--- config.mk ---
export PLATFORM = sky130hd
export DESIGN_NAME = hist_accum_flat
export DESIGN_NICKNAME = d
export VERILOG_FILES = /design/src/rtl/hist_accum_if.sv /design/src/rtl/hist_accum.sv /design/src/flat_wrapper.sv
export SDC_FILE = /design/constraint.sdc
export NUM_CORES = 2
export LEC_CHECK = 0
export ABC_AREA = 1
export CAP_MARGIN = 5
export CORE_MARGIN = 5
export CORE_UTILIZATION = 58
export DETAILED_ROUTE_END_ITERATION = 6
export DONT_BUFFER_PORTS = 1
export PLACE_DENSITY = 0.76
export SETUP_SLACK_MARGIN = 0.02
export SLEW_MARGIN = 30
export SYNTH_ARGS = -nofsm -noshare
export SYNTH_HDL_FRONTEND = slang
export SYNTH_SLANG_ARGS = --single-unit
--- constraint.sdc ---
create_clock -name clk -period 33.3 [get_ports clk]
set_clock_uncertainty 0.15 [all_clocks]
set_input_delay 3.33 -clock clk [delete_from_list [all_inputs] [get_ports clk]]
set_output_delay 3.33 -clock clk [all_outputs]
set_load 0.02 [all_outputs]
--- src/rtl/hist_accum_if.sv ---
// hist_accum_if: sample input handshake and snapshot output bundle of the
// histogram accumulator. The slave modport is the accumulator side. The
// master modport is the producer/consumer side.
interface hist_accum_if #(
  parameter int SAMPLE_WIDTH    = 10,
  parameter int DATA_WIDTH      = 16,
  parameter int BOUND_NUM       = 32,
  parameter int BOUND_NUM_WIDTH = 5
);
  logic [SAMPLE_WIDTH-1:0]          sample_i;
  logic                             sample_val_i;
  logic                             sample_rdy_o;
  logic [DATA_WIDTH*BOUND_NUM-1:0]  data_o;
  logic [BOUND_NUM_WIDTH-1:0]       max_num_o;
  logic                             data_val_o;

  modport master (
    output sample_i, sample_val_i,
    input  sample_rdy_o, data_o, max_num_o, data_val_o
  );

  modport slave (
    input  sample_i, sample_val_i,
    output sample_rdy_o, data_o, max_num_o, data_val_o
  );
endinterface

--- src/rtl/hist_accum.sv ---
// hist_accum: histogram accumulator feeding the lock decision stage.
// The block bins each sample by its top BOUND_NUM_WIDTH bits over a window of
// win_len_i samples and tracks the peak bin while the window fills. At window
// end it publishes a registered snapshot of all bins with a one-cycle valid
// pulse.
// Optional build macro HIST_SAT_FLAG_EN adds the sat_o output. sat_o goes to 1
// when some bin reached its saturation value during the published window.
module hist_accum #(
  parameter int SAMPLE_WIDTH    = 10,
  parameter int DATA_WIDTH      = 16,
  parameter int BOUND_NUM       = 32,
  parameter int BOUND_NUM_WIDTH = 5,
  parameter int WIN_WIDTH       = 16
) (
  input  logic                 clk,
  input  logic                 reset,
  input  logic                 enable_i,
  input  logic [WIN_WIDTH-1:0] win_len_i,
  hist_accum_if.slave          bus
`ifdef HIST_SAT_FLAG_EN
  ,
  output logic                 sat_o
`endif
);

  typedef enum logic [1:0] {
    IDLE  = 2'd0,
    ACCUM = 2'd1,
    DUMP  = 2'd2,
    CLEAR = 2'd3
  } state_t;

  localparam logic [DATA_WIDTH-1:0] SAT_VAL = {DATA_WIDTH{1'b1}};
  localparam logic [WIN_WIDTH-1:0]  WIN_ONE = {{(WIN_WIDTH-1){1'b0}}, 1'b1};

  state_t                          r_state;
  state_t                          w_state_nxt;
  logic [DATA_WIDTH-1:0]           r_bins [BOUND_NUM];
  logic [WIN_WIDTH-1:0]            r_win_len;
  logic [WIN_WIDTH-1:0]            r_cnt;
  logic [DATA_WIDTH-1:0]           r_max_val;
  logic [BOUND_NUM_WIDTH-1:0]      r_max_idx;
  logic                            r_rdy;
  logic                            r_data_val;
  logic [DATA_WIDTH*BOUND_NUM-1:0] r_data;
  logic [BOUND_NUM_WIDTH-1:0]      r_max_num;

  logic [BOUND_NUM_WIDTH-1:0]      w_idx;
  logic                            w_accept;
  logic [DATA_WIDTH:0]             w_inc;
  logic [DATA_WIDTH-1:0]           w_new;
  logic [WIN_WIDTH-1:0]            w_cnt_nxt;
  logic                            w_last;
  logic [WIN_WIDTH-1:0]            w_win_len_eff;

  // The bin index is the top bits of the sample. An accept needs enable, so an
  // enable drop in ACCUM aborts the window without counting that sample.
  assign w_idx         = bus.sample_i[SAMPLE_WIDTH-1 -: BOUND_NUM_WIDTH];
  assign w_accept      = (r_state == ACCUM) && enable_i && bus.sample_val_i && r_rdy;
  assign w_inc         = {1'b0, r_bins[w_idx]} + {{DATA_WIDTH{1'b0}}, 1'b1};
  assign w_new         = w_inc[DATA_WIDTH] ? SAT_VAL : w_inc[DATA_WIDTH-1:0];
  assign w_cnt_nxt     = r_cnt + WIN_ONE;
  assign w_last        = (w_cnt_nxt == r_win_len);
  assign w_win_len_eff = (win_len_i == {WIN_WIDTH{1'b0}}) ? WIN_ONE : win_len_i;

  // State register.
  always_ff @(posedge clk or posedge reset) begin
    if (reset) begin
      r_state <= IDLE;
    end else begin
      r_state <= w_state_nxt;
    end
  end

  // Next-state decode.
  always_comb begin
    w_state_nxt = r_state;
    case (r_state)
      IDLE: begin
        if (enable_i) begin
          w_state_nxt = ACCUM;
        end else begin
          w_state_nxt = IDLE;
        end
      end
      ACCUM: begin
        if (!enable_i) begin
          w_state_nxt = CLEAR;
        end else if (w_accept && w_last) begin
          w_state_nxt = DUMP;
        end else begin
          w_state_nxt = ACCUM;
        end
      end
      DUMP: begin
        w_state_nxt = CLEAR;
      end
      CLEAR: begin
        if (enable_i) begin
          w_state_nxt = ACCUM;
        end else begin
          w_state_nxt = IDLE;
        end
      end
      default: begin
        w_state_nxt = IDLE;
      end
    endcase
  end

  // Registered ready: high for every cycle spent in ACCUM.
  always_ff @(posedge clk or posedge reset) begin
    if (reset) begin
      r_rdy <= 1'b0;
    end else begin
      r_rdy <= (w_state_nxt == ACCUM);
    end
  end

  // Bin counters: saturating increment on accept, zeroed outside a window.
  always_ff @(posedge clk or posedge reset) begin
    if (reset) begin
      for (int k = 0; k < BOUND_NUM; k++) begin
        r_bins[k] <= {DATA_WIDTH{1'b0}};
      end
    end else begin
      case (r_state)
        ACCUM: begin
          if (w_accept) begin
            r_bins[w_idx] <= w_new;
          end
        end
        IDLE, CLEAR: begin
          for (int k = 0; k < BOUND_NUM; k++) begin
            r_bins[k] <= {DATA_WIDTH{1'b0}};
          end
        end
        default: begin
        end
      endcase
    end
  end

  // Window control and peak tracking. A strict greater-than keeps the first bin
  // that reached a tied count as the peak.
  always_ff @(posedge clk or posedge reset) begin
    if (reset) begin
      r_win_len <= WIN_ONE;
      r_cnt     <= {WIN_WIDTH{1'b0}};
      r_max_val <= {DATA_WIDTH{1'b0}};
      r_max_idx <= {BOUND_NUM_WIDTH{1'b0}};
    end else begin
      case (r_state)
        IDLE, CLEAR: begin
          r_cnt     <= {WIN_WIDTH{1'b0}};
          r_max_val <= {DATA_WIDTH{1'b0}};
          r_max_idx <= {BOUND_NUM_WIDTH{1'b0}};
          if (enable_i) begin
            r_win_len <= w_win_len_eff;
          end
        end
        ACCUM: begin
          if (w_accept) begin
            r_cnt <= w_cnt_nxt;
            if (w_new > r_max_val) begin
              r_max_val <= w_new;
              r_max_idx <= w_idx;
            end
          end
        end
        default: begin
        end
      endcase
    end
  end

  // Snapshot registers. They load at DUMP and hold until the next DUMP.
  // The valid output pulses for the one cycle after DUMP.
  always_ff @(posedge clk or posedge reset) begin
    if (reset) begin
      r_data     <= {(DATA_WIDTH*BOUND_NUM){1'b0}};
      r_max_num  <= {BOUND_NUM_WIDTH{1'b0}};
      r_data_val <= 1'b0;
    end else begin
      r_data_val <= (r_state == DUMP);
      if (r_state == DUMP) begin
        for (int k = 0; k < BOUND_NUM; k++) begin
          r_data[k*DATA_WIDTH +: DATA_WIDTH] <= r_bins[k];
        end
        r_max_num <= r_max_idx;
      end
    end
  end

`ifdef HIST_SAT_FLAG_EN
  logic r_sat_win;
  logic r_sat;

  // Saturation tracking: the flag is sticky within a window and is published
  // with the snapshot.
  always_ff @(posedge clk or posedge reset) begin
    if (reset) begin
      r_sat_win <= 1'b0;
      r_sat     <= 1'b0;
    end else begin
      case (r_state)
        IDLE, CLEAR: begin
          r_sat_win <= 1'b0;
        end
        ACCUM: begin
          if (w_accept && (w_new == SAT_VAL)) begin
            r_sat_win <= 1'b1;
          end
        end
        DUMP: begin
          r_sat <= r_sat_win;
        end
        default: begin
        end
      endcase
    end
  end

  assign sat_o = r_sat;
`endif

  assign bus.sample_rdy_o = r_rdy;
  assign bus.data_o       = r_data;
  assign bus.max_num_o    = r_max_num;
  assign bus.data_val_o   = r_data_val;

endmodule
--- src/flat_wrapper.sv ---
// flat-port wrapper written by rule: the top's interface ports become plain ports
module hist_accum_flat 
#(
  parameter int SAMPLE_WIDTH    = 10,
  parameter int DATA_WIDTH      = 16,
  parameter int BOUND_NUM       = 32,
  parameter int BOUND_NUM_WIDTH = 5,
  parameter int WIN_WIDTH       = 16
)
  (clk, reset, enable_i, win_len_i, bus_sample_i, bus_sample_val_i, bus_sample_rdy_o, bus_data_o, bus_max_num_o, bus_data_val_o);
  hist_accum_if #(.SAMPLE_WIDTH(SAMPLE_WIDTH), .DATA_WIDTH(DATA_WIDTH), .BOUND_NUM(BOUND_NUM), .BOUND_NUM_WIDTH(BOUND_NUM_WIDTH)) bus_i ();
  input  logic clk;
  input  logic reset;
  input  logic enable_i;
  input  logic [WIN_WIDTH-1:0] win_len_i;
  input wire logic [$bits(bus_i.sample_i)-1:0] bus_sample_i;
  input wire logic [$bits(bus_i.sample_val_i)-1:0] bus_sample_val_i;
  output wire logic [$bits(bus_i.sample_rdy_o)-1:0] bus_sample_rdy_o;
  output wire logic [$bits(bus_i.data_o)-1:0] bus_data_o;
  output wire logic [$bits(bus_i.max_num_o)-1:0] bus_max_num_o;
  output wire logic [$bits(bus_i.data_val_o)-1:0] bus_data_val_o;
  assign bus_i.sample_i = bus_sample_i;
  assign bus_i.sample_val_i = bus_sample_val_i;
  assign bus_sample_rdy_o = bus_i.sample_rdy_o;
  assign bus_data_o = bus_i.data_o;
  assign bus_max_num_o = bus_i.max_num_o;
  assign bus_data_val_o = bus_i.data_val_o;
  hist_accum #(.SAMPLE_WIDTH(SAMPLE_WIDTH), .DATA_WIDTH(DATA_WIDTH), .BOUND_NUM(BOUND_NUM), .BOUND_NUM_WIDTH(BOUND_NUM_WIDTH), .WIN_WIDTH(WIN_WIDTH)) u_core (.clk(clk), .reset(reset), .enable_i(enable_i), .win_len_i(win_len_i), .bus(bus_i));
endmodule
# Yosys cells after proc, flatten, opt, wreduce, memory -nomap -nowiden
# Cells that the tools add are included.
op_classes:
  addsub: 2
  magnitude_cmp: 3
  n_eq_ne: 7
  n_mux: 22
  n_bitwise: 1
  reduce_logical: 12
ops:
  columns: ["cell", "count"]
  rows:
  - ["$pmux W512 S2", 1]
  - ["$bwmux W512", 1]
  - ["$mux W512", 1]
  - ["$mux W16", 8]
  - ["$bmux W16 S5", 1]
  - ["$demux W16 S5", 1]
  - ["$pmux W16 S2", 2]
  - ["$add A16 B1 Y17 const B", 1]
  - ["$add A16 B1 Y16 const B", 1]
  - ["$eq A16 B16 Y1", 1]
  - ["$gt A16 B16 Y1", 1]
  - ["$logic_not A16 Y1", 1]
  - ["$mux W5", 2]
  - ["$pmux W5 S2", 1]
  - ["$ge A6 B6 Y1 const B", 1]
  - ["$lt A6 B1 Y1 const B", 1]
  - ["$not A5 Y6", 1]
  - ["$pmux W2 S3", 1]
  - ["$logic_and A1 B1 Y1", 5]
  - ["$eq A2 B1 Y1 const B", 2]
  - ["$eq A2 B2 Y1 const B", 2]
  - ["$mux W2", 2]
  - ["$reduce_and A2 Y1", 2]
  - ["$reduce_and A3 Y1", 1]
  - ["other kinds (6)", 6]
word_totals:
  reg_bits: 1086
  in_bits: 30
  output_inout_bits: 519
  word_cells: 88

# Logic depth before layout (Yosys ltp)
logic_depth:
  depth_word: 10
  ltp_mapped: 35
  ltp_nobuf: 28

# Worst setup path after synthesis
# OpenSTA, ideal clock, no wires.
synth_timing:
  kind: "input-to-reg"
  from: "in bus_sample_i[5]"
  to: "reg u_core.r_max_val[0]"
  setup_ns: 0.066
  arrival_time_ns: 6.852
  required_ns: 33.084
  setup_slack_ns: 26.232
  stages: 33
  n_path_buf: 7
  path_cell_list: "buf_6 > inv_2 > buf_4 > buf_4 > buf_4 > nand2_1 > nand2_1 > nand2_1 > nand2_1 > nand2_1 > nand2_1 > nor2_1 > nand2_2 > ha_1 > nand2_1 > a21oi_2 > nand2_1 > nor2_2 > buf_4 > buf_6 > or2_2 > ha_1 > nand2_1 > inv_1 > nand4_1 > o211ai_1 > nand2_1 > o211ai_1 > nand3_1 > inv_1 > clkbuf_1 > o21ai_0 > nand2_1"
synth_via:
  elab_chain_cells: 9
  word_cells_on_any_way: 12
  cone_classes: "add/sub: 1; order compare: 1; eq/ne: 1; mux: 7; bitwise: 1; reduce/logical: 1"
synth_rtl:
  columns: ["item", "line", "source"]
  rows:
  - ["start, declared", "flat_wrapper.sv:16", "input wire logic [$bits(bus_i.sample_i)-1:0] bus_sample_i;"]
  - ["$not A5 Y6 (not written as such) *", "hist_accum.sv:60", "assign w_inc = {1'b0, r_bins[w_idx]} + {{DATA_WIDTH{1'b0}}, 1'b1};"]
  - ["$bmux W16 S5 *", "hist_accum.sv:60", null]
  - ["$mux W16 (not written as such) * (2 in a row)", "hist_accum.sv:60", null]
  - ["$add A16 B1 Y17 *", "hist_accum.sv:60", null]
  - ["$mux W16 *", "hist_accum.sv:61", "assign w_new = w_inc[DATA_WIDTH] ? SAT_VAL : w_inc[DATA_WIDTH-1:0];"]
  - ["$gt A16 B16 Y1 or $mux W16 (tied branches)", "hist_accum.sv:165", "if (w_new > r_max_val) begin"]
  - ["$ne A2 B2 Y1 (no line) or $mux W16 (tied branches)", null, null]
  - ["$reduce_and A3 Y1 (no line) or $pmux W16 S2 (tied branches)", null, null]
  - ["end signal, assigned", "hist_accum.sv:150", "r_max_val <= {DATA_WIDTH{1'b0}};"]
  - ["end signal, assigned", "hist_accum.sv:156", "r_max_val <= {DATA_WIDTH{1'b0}};"]
  - ["end signal, assigned", "hist_accum.sv:166", "r_max_val <= w_new;"]
  - ["end, declared", "hist_accum.sv:41", "logic [DATA_WIDTH-1:0] r_max_val;"]
# Every way passes the cells marked *; elsewhere a longest branch is shown, timed or not. The select of a mux whose other input is x is not followed.
# A chain may end at the register's enable or synchronous reset.

# Final worst setup path
layout_timing:
  from: "in bus_sample_i[5]"
  to: "reg u_core.r_max_val[7]"
# The elaborated chain is that of the path after synthesis.

==> impl_results.html <==
<table>
<tr><th>Metric</th><th>Value</th></tr>
<tr><th colspan="2">Clock tree</th></tr>
<tr><td>Clock buffer count from CTS</td><td>108</td></tr>
<tr><td>Clock root buffer master</td><td>sky130_fd_sc_hd__clkbuf_16</td></tr>
<tr><td>Worst skew pair latency</td><td>0.69 ns</td></tr>
<tr><td>Clk pin slew, worst setup/hold paths</td><td>0.06 ns</td></tr>
<tr><td>Count of hold-fix buffers inserted at cts</td><td>0</td></tr>
<tr><td>CTS tree</td><td>done</td></tr>
<tr><td>Number of clock sinks</td><td>1086</td></tr>
<tr><td># H-tree levels</td><td>3</td></tr>
<tr><td>Count of instances resized after the clock tree is built</td><td>0</td></tr>
<tr><td>Post-CTS setup buffer count</td><td>0</td></tr>
<tr><td>Max Root-Sink Buffers</td><td>3</td></tr>
<tr><th colspan="2">Critical path</th></tr>
<tr><td>Maximum fanout along the worst path</td><td>305</td></tr>
<tr><td>Crit path DAT</td><td>about 11 ns</td></tr>
<tr><td>Most used cell along the critical path</td><td>sky130_fd_sc_hd__nand2_1</td></tr>
<tr><td>Crit-path leading delay family</td><td>buffers and inverters</td></tr>
<tr><td>Crit. Startpoint</td><td>bus_sample_i[5]</td></tr>
<tr><td>Data required time at the worst endpoint</td><td>~34 ns</td></tr>
<tr><td>Startpoint type of the worst setup path</td><td>primary input</td></tr>
<tr><td>WP buf/inv</td><td>5</td></tr>
<tr><td>Worst setup EP type</td><td>flop</td></tr>
<tr><td>Largest stage delay on the critical path</td><td>0.87 ns</td></tr>
<tr><td>Worst setup path class</td><td>primary input to flop</td></tr>
<tr><td>Reg-to-Reg Start</td><td>u_core.r_bins[304]</td></tr>
<tr><td>Worst-path cell with the longest stage delay</td><td>sky130_fd_sc_hd__buf_4</td></tr>
<tr><th colspan="2">Drt</th></tr>
<tr><td>Sum of routed wire length over all layers</td><td>166000 um</td></tr>
<tr><td>Remaining antenna violation count</td><td>0</td></tr>
<tr><td>Per-cell via count in the routed design</td><td>5.81</td></tr>
<tr><td>Via count of the routed design</td><td>41413</td></tr>
<tr><td>1st-pass router iterations</td><td>7</td></tr>
<tr><td>DRC violations left</td><td>1</td></tr>
<tr><td>Post-DR wirelength/cell</td><td>23.3 um</td></tr>
<tr><td>DRC violation total after the first TritonRoute iteration</td><td>5277</td></tr>
<tr><th colspan="2">Cells and area</th></tr>
<tr><td>Leading cell type in the layout, fill and taps excluded</td><td>sky130_fd_sc_hd__nand2_1</td></tr>
<tr><td>Multi-input gate area in the final layout</td><td>18400 sq um</td></tr>
<tr><td>Net total in the final layout</td><td>6018</td></tr>
<tr><td>Share of cells above drive strength 1</td><td>~5%</td></tr>
<tr><td>Filler cell count</td><td>6905</td></tr>
<tr><td>Post-route standard cell area excluding fillers</td><td>52500 sq um</td></tr>
<tr><td>Area growth, synth to finish</td><td>9.25%</td></tr>
<tr><td>FF/Latch Area</td><td>approximately 27000 sq um</td></tr>
<tr><td>Commonest non-fill, non-tap cells in the layout</td><td>3535 x sky130_fd_sc_hd__nand2_1, 1085 x sky130_fd_sc_hd__dfrtp_1, 298 x sky130_fd_sc_hd__inv_1</td></tr>
<tr><th colspan="2">GRT</th></tr>
<tr><td>Maximum number of pins on one net before global-route repair</td><td>306</td></tr>
<tr><td>Global-route usage over all layers</td><td>a little over a third</td></tr>
<tr><td>Number of antenna violations at the first check in global routing</td><td>4</td></tr>
<tr><td>Number of global-route vias before repair</td><td>between 30000 and 40000</td></tr>
<tr><td>Total overflow reported by the global router</td><td>0</td></tr>
<tr><td>Global-route wire length before repair</td><td>247000 um</td></tr>
<tr><th colspan="2">STA</th></tr>
<tr><td>Fin crit share</td><td>31.8%</td></tr>
<tr><td>Final hold violation count</td><td>0</td></tr>
<tr><td>Number of max-slew violations in the final report</td><td>0</td></tr>
<tr><td>Time the worst path needs with I/O delays and setup</td><td>10.60 ns</td></tr>
<tr><td>Unrepaired setup endpoints after global routing</td><td>no</td></tr>
<tr><td>Setup TNS after final layout</td><td>0 ns</td></tr>
<tr><td>Worst-margin pin slew</td><td>1.00 ns</td></tr>
<tr><td>Worst slew margin</td><td>33.0%</td></tr>
<tr><td>Max Clock Freq</td><td>~94 MHz</td></tr>
<tr><td>Hold Slack</td><td>approximately 0.33 ns</td></tr>
<tr><td>Final setup violation count</td><td>0</td></tr>
<tr><th colspan="2">Outcome</th></tr>
<tr><td>Status</td><td>finished with violations</td></tr>
<tr><td>Failing checks</td><td>DRC</td></tr>
<tr><th colspan="2">Placed design</th></tr>
<tr><td>HPWL Detailed</td><td>roughly 110000 um</td></tr>
<tr><td>Area post-placement</td><td>about 49000 sq um</td></tr>
<tr><td>GPL Wtd Cong</td><td>0.912</td></tr>
<tr><td>Number of port buffers</td><td>0</td></tr>
<tr><th colspan="2">Synthesis</th></tr>
<tr><td>Net Count, Synth</td><td>6179</td></tr>
<tr><td>Register bit count reported by yosys</td><td>around 1100</td></tr>
<tr><td>Count of warnings emitted by yosys</td><td>0</td></tr>
<tr><td>Netlist area before placement</td><td>between 40000 and 50000 sq um</td></tr>
<tr><td>Post-synthesis instance total</td><td>6128</td></tr>
<tr><td>Proportion of synthesized chip area in sequential cells</td><td>between 50% and 60%</td></tr>
<tr><td>Yosys cell types</td><td>40</td></tr>
<tr><td>Mean post-synth cell area</td><td>7.85 sq um</td></tr>
<tr><th colspan="2">Floorplanning</th></tr>
<tr><td>Number of cell rows</td><td>105</td></tr>
<tr><td>Die Height</td><td>298 um</td></tr>
<tr><td>Initial core utilization</td><td>58.6%</td></tr>
<tr><td>Core box area</td><td>82100 sq um</td></tr>
<tr><td>Total die area</td><td>88800 sq um</td></tr>
<tr><td>Horizontal die dimension</td><td>298 um</td></tr>
<tr><td>IO Pins</td><td>549</td></tr>
<tr><th colspan="2">Job</th></tr>
<tr><td>Max Cap Viol</td><td>0</td></tr>
<tr><th colspan="2">Power</th></tr>
<tr><td>Overall Power</td><td>between 3 and 4 mW</td></tr>
<tr><td>Worst ir drop on vdd</td><td>between 0.00006 and 0.00007 V</td></tr>
<tr><td>Power Dens Cells</td><td>64.6 nW/um^2</td></tr>
<tr><td>Leakage power</td><td>28.7 nW</td></tr>
<tr><th colspan="2">Worst hold path</th></tr>
<tr><td>Class of the most critical hold timing path</td><td>flop to flop</td></tr>
<tr><td>Hold path startpoint</td><td>u_core.r_bins[61]</td></tr>
</table>
[path summary, 6_finish.rpt]
check | to | slack, ns | cells past startpoint
max in group asynchronous | u_core.r_bins[252] | 27.83 | 4
min in group asynchronous | u_core.bus.data_o[11] | 2.51 | 1
max | u_core.r_max_val[7] | 22.70 | 31
min | u_core.r_bins[61] | 0.33 | 2
min reg2reg | u_core.r_bins[61] | 0.33 | 2
max reg2reg | u_core.r_max_val[7] | 26.92 | 29
[where the power goes]
part / leakage, nW / internal [mW] / switching [mW]
Sequential: 15.1 / 1.36 / 0.0538
Clock: 1.90 / 0.782 / 0.547
Combinational: 11.7 / 0.102 / 0.551
Total: 28.7 / 2.24 / 1.15
[cell families (layout without fill, tap and decap cells)]
logic type,Yosys count,after routing,share of synthesized area (%)
AO/OA/AOI/OAI,538,538,6.09
XOR/XNOR,22,22,0.432
adder cells (fa/ha/maj),21,21,0.546
buffers and inverters,627,555,5.49
flip-flops,1086,1086,56.5
multiplexers,15,15,0.351
other,0,1,0
AND/OR/NAND/NOR,3819,3819,30.6
[per-layer routing]
metal,share of wire (%),up-vias,GRT usage (%)
li1,-,18534,-
met1,36,19761,46.9
met2,45,2517,55.9
met3,11,595,9.22
met4,7.6,6,22.4
met5,0.022,-,0
[sequential cells by signal, summed over array words and instances (netlist names)]
| name | flops |
|---|---|
| u_core.bus.data_o | 512 |
| u_core.r_bins | 512 |
| u_core.r_cnt | 16 |
| u_core.r_max_val | 16 |
| u_core.r_win_len | 16 |
| u_core.bus.max_num_o | 5 |
| u_core.r_max_idx | 5 |
| u_core.r_state | 2 |
| u_core.bus.data_val_o | 1 |
| u_core.bus.sample_rdy_o | 1 |
[cell usage after synthesis (all sizes together)]
cell type | count | area share (%)
o211ai | 4 | 0.062
buf | 157 | 1.8
nand3 | 91 | 1.0
nand2 | 3542 | 28
inv | 310 | 2.4
xor2 | 15 | 0.30
a211oi | 2 | 0.031
and2 | 2 | 0.026
o21ai | 349 | 3.6
xnor2 | 7 | 0.13
mux2 | 15 | 0.35
nand4 | 13 | 0.20
ha | 21 | 0.55
dfrtp | 1085 | 56
o21bai | 33 | 0.52
nor4 | 4 | 0.052
a21oi | 47 | 0.50
or2 | 2 | 0.026
nor3 | 13 | 0.31
nand3b | 5 | 0.078
dfstp | 1 | 0.055
nor2 | 147 | 1.2
clkbuf | 160 | 1.2
o22ai | 103 | 1.3
[per-stage QoR]
step                      cells  util (%)  setup WS [ns]
after global routing       7126      64.0          22.58
after CTS                  7123      63.9          23.22
final                      7127      64.0          22.70
after floorplan            6128         -          14.84
after detailed placement   6924      59.1          22.52
after global placement     6922      59.0          22.59
[worst min-delay path: stages, from the launching register on]
cell and delay (ns):
sky130_fd_sc_hd__dfrtp_1 0.34, sky130_fd_sc_hd__nand2_1 0.05, sky130_fd_sc_hd__nand2_1 0.06
[layout make-up]
type | count | share of cell area, %
Timing Repair Buffer | 46 | 0.981
Sequential cell | 1086 | 51.7
Tap cell | 1070 | 2.55
Multi-Input combinational cell | 4415 | 35.0
Clock buffer | 153 | 6.10
Antenna cell | 1 | 0.00476
Inverter | 310 | 2.26
Clock inverter | 46 | 1.34
Note: power is estimated with default switching activity, not from simulation.
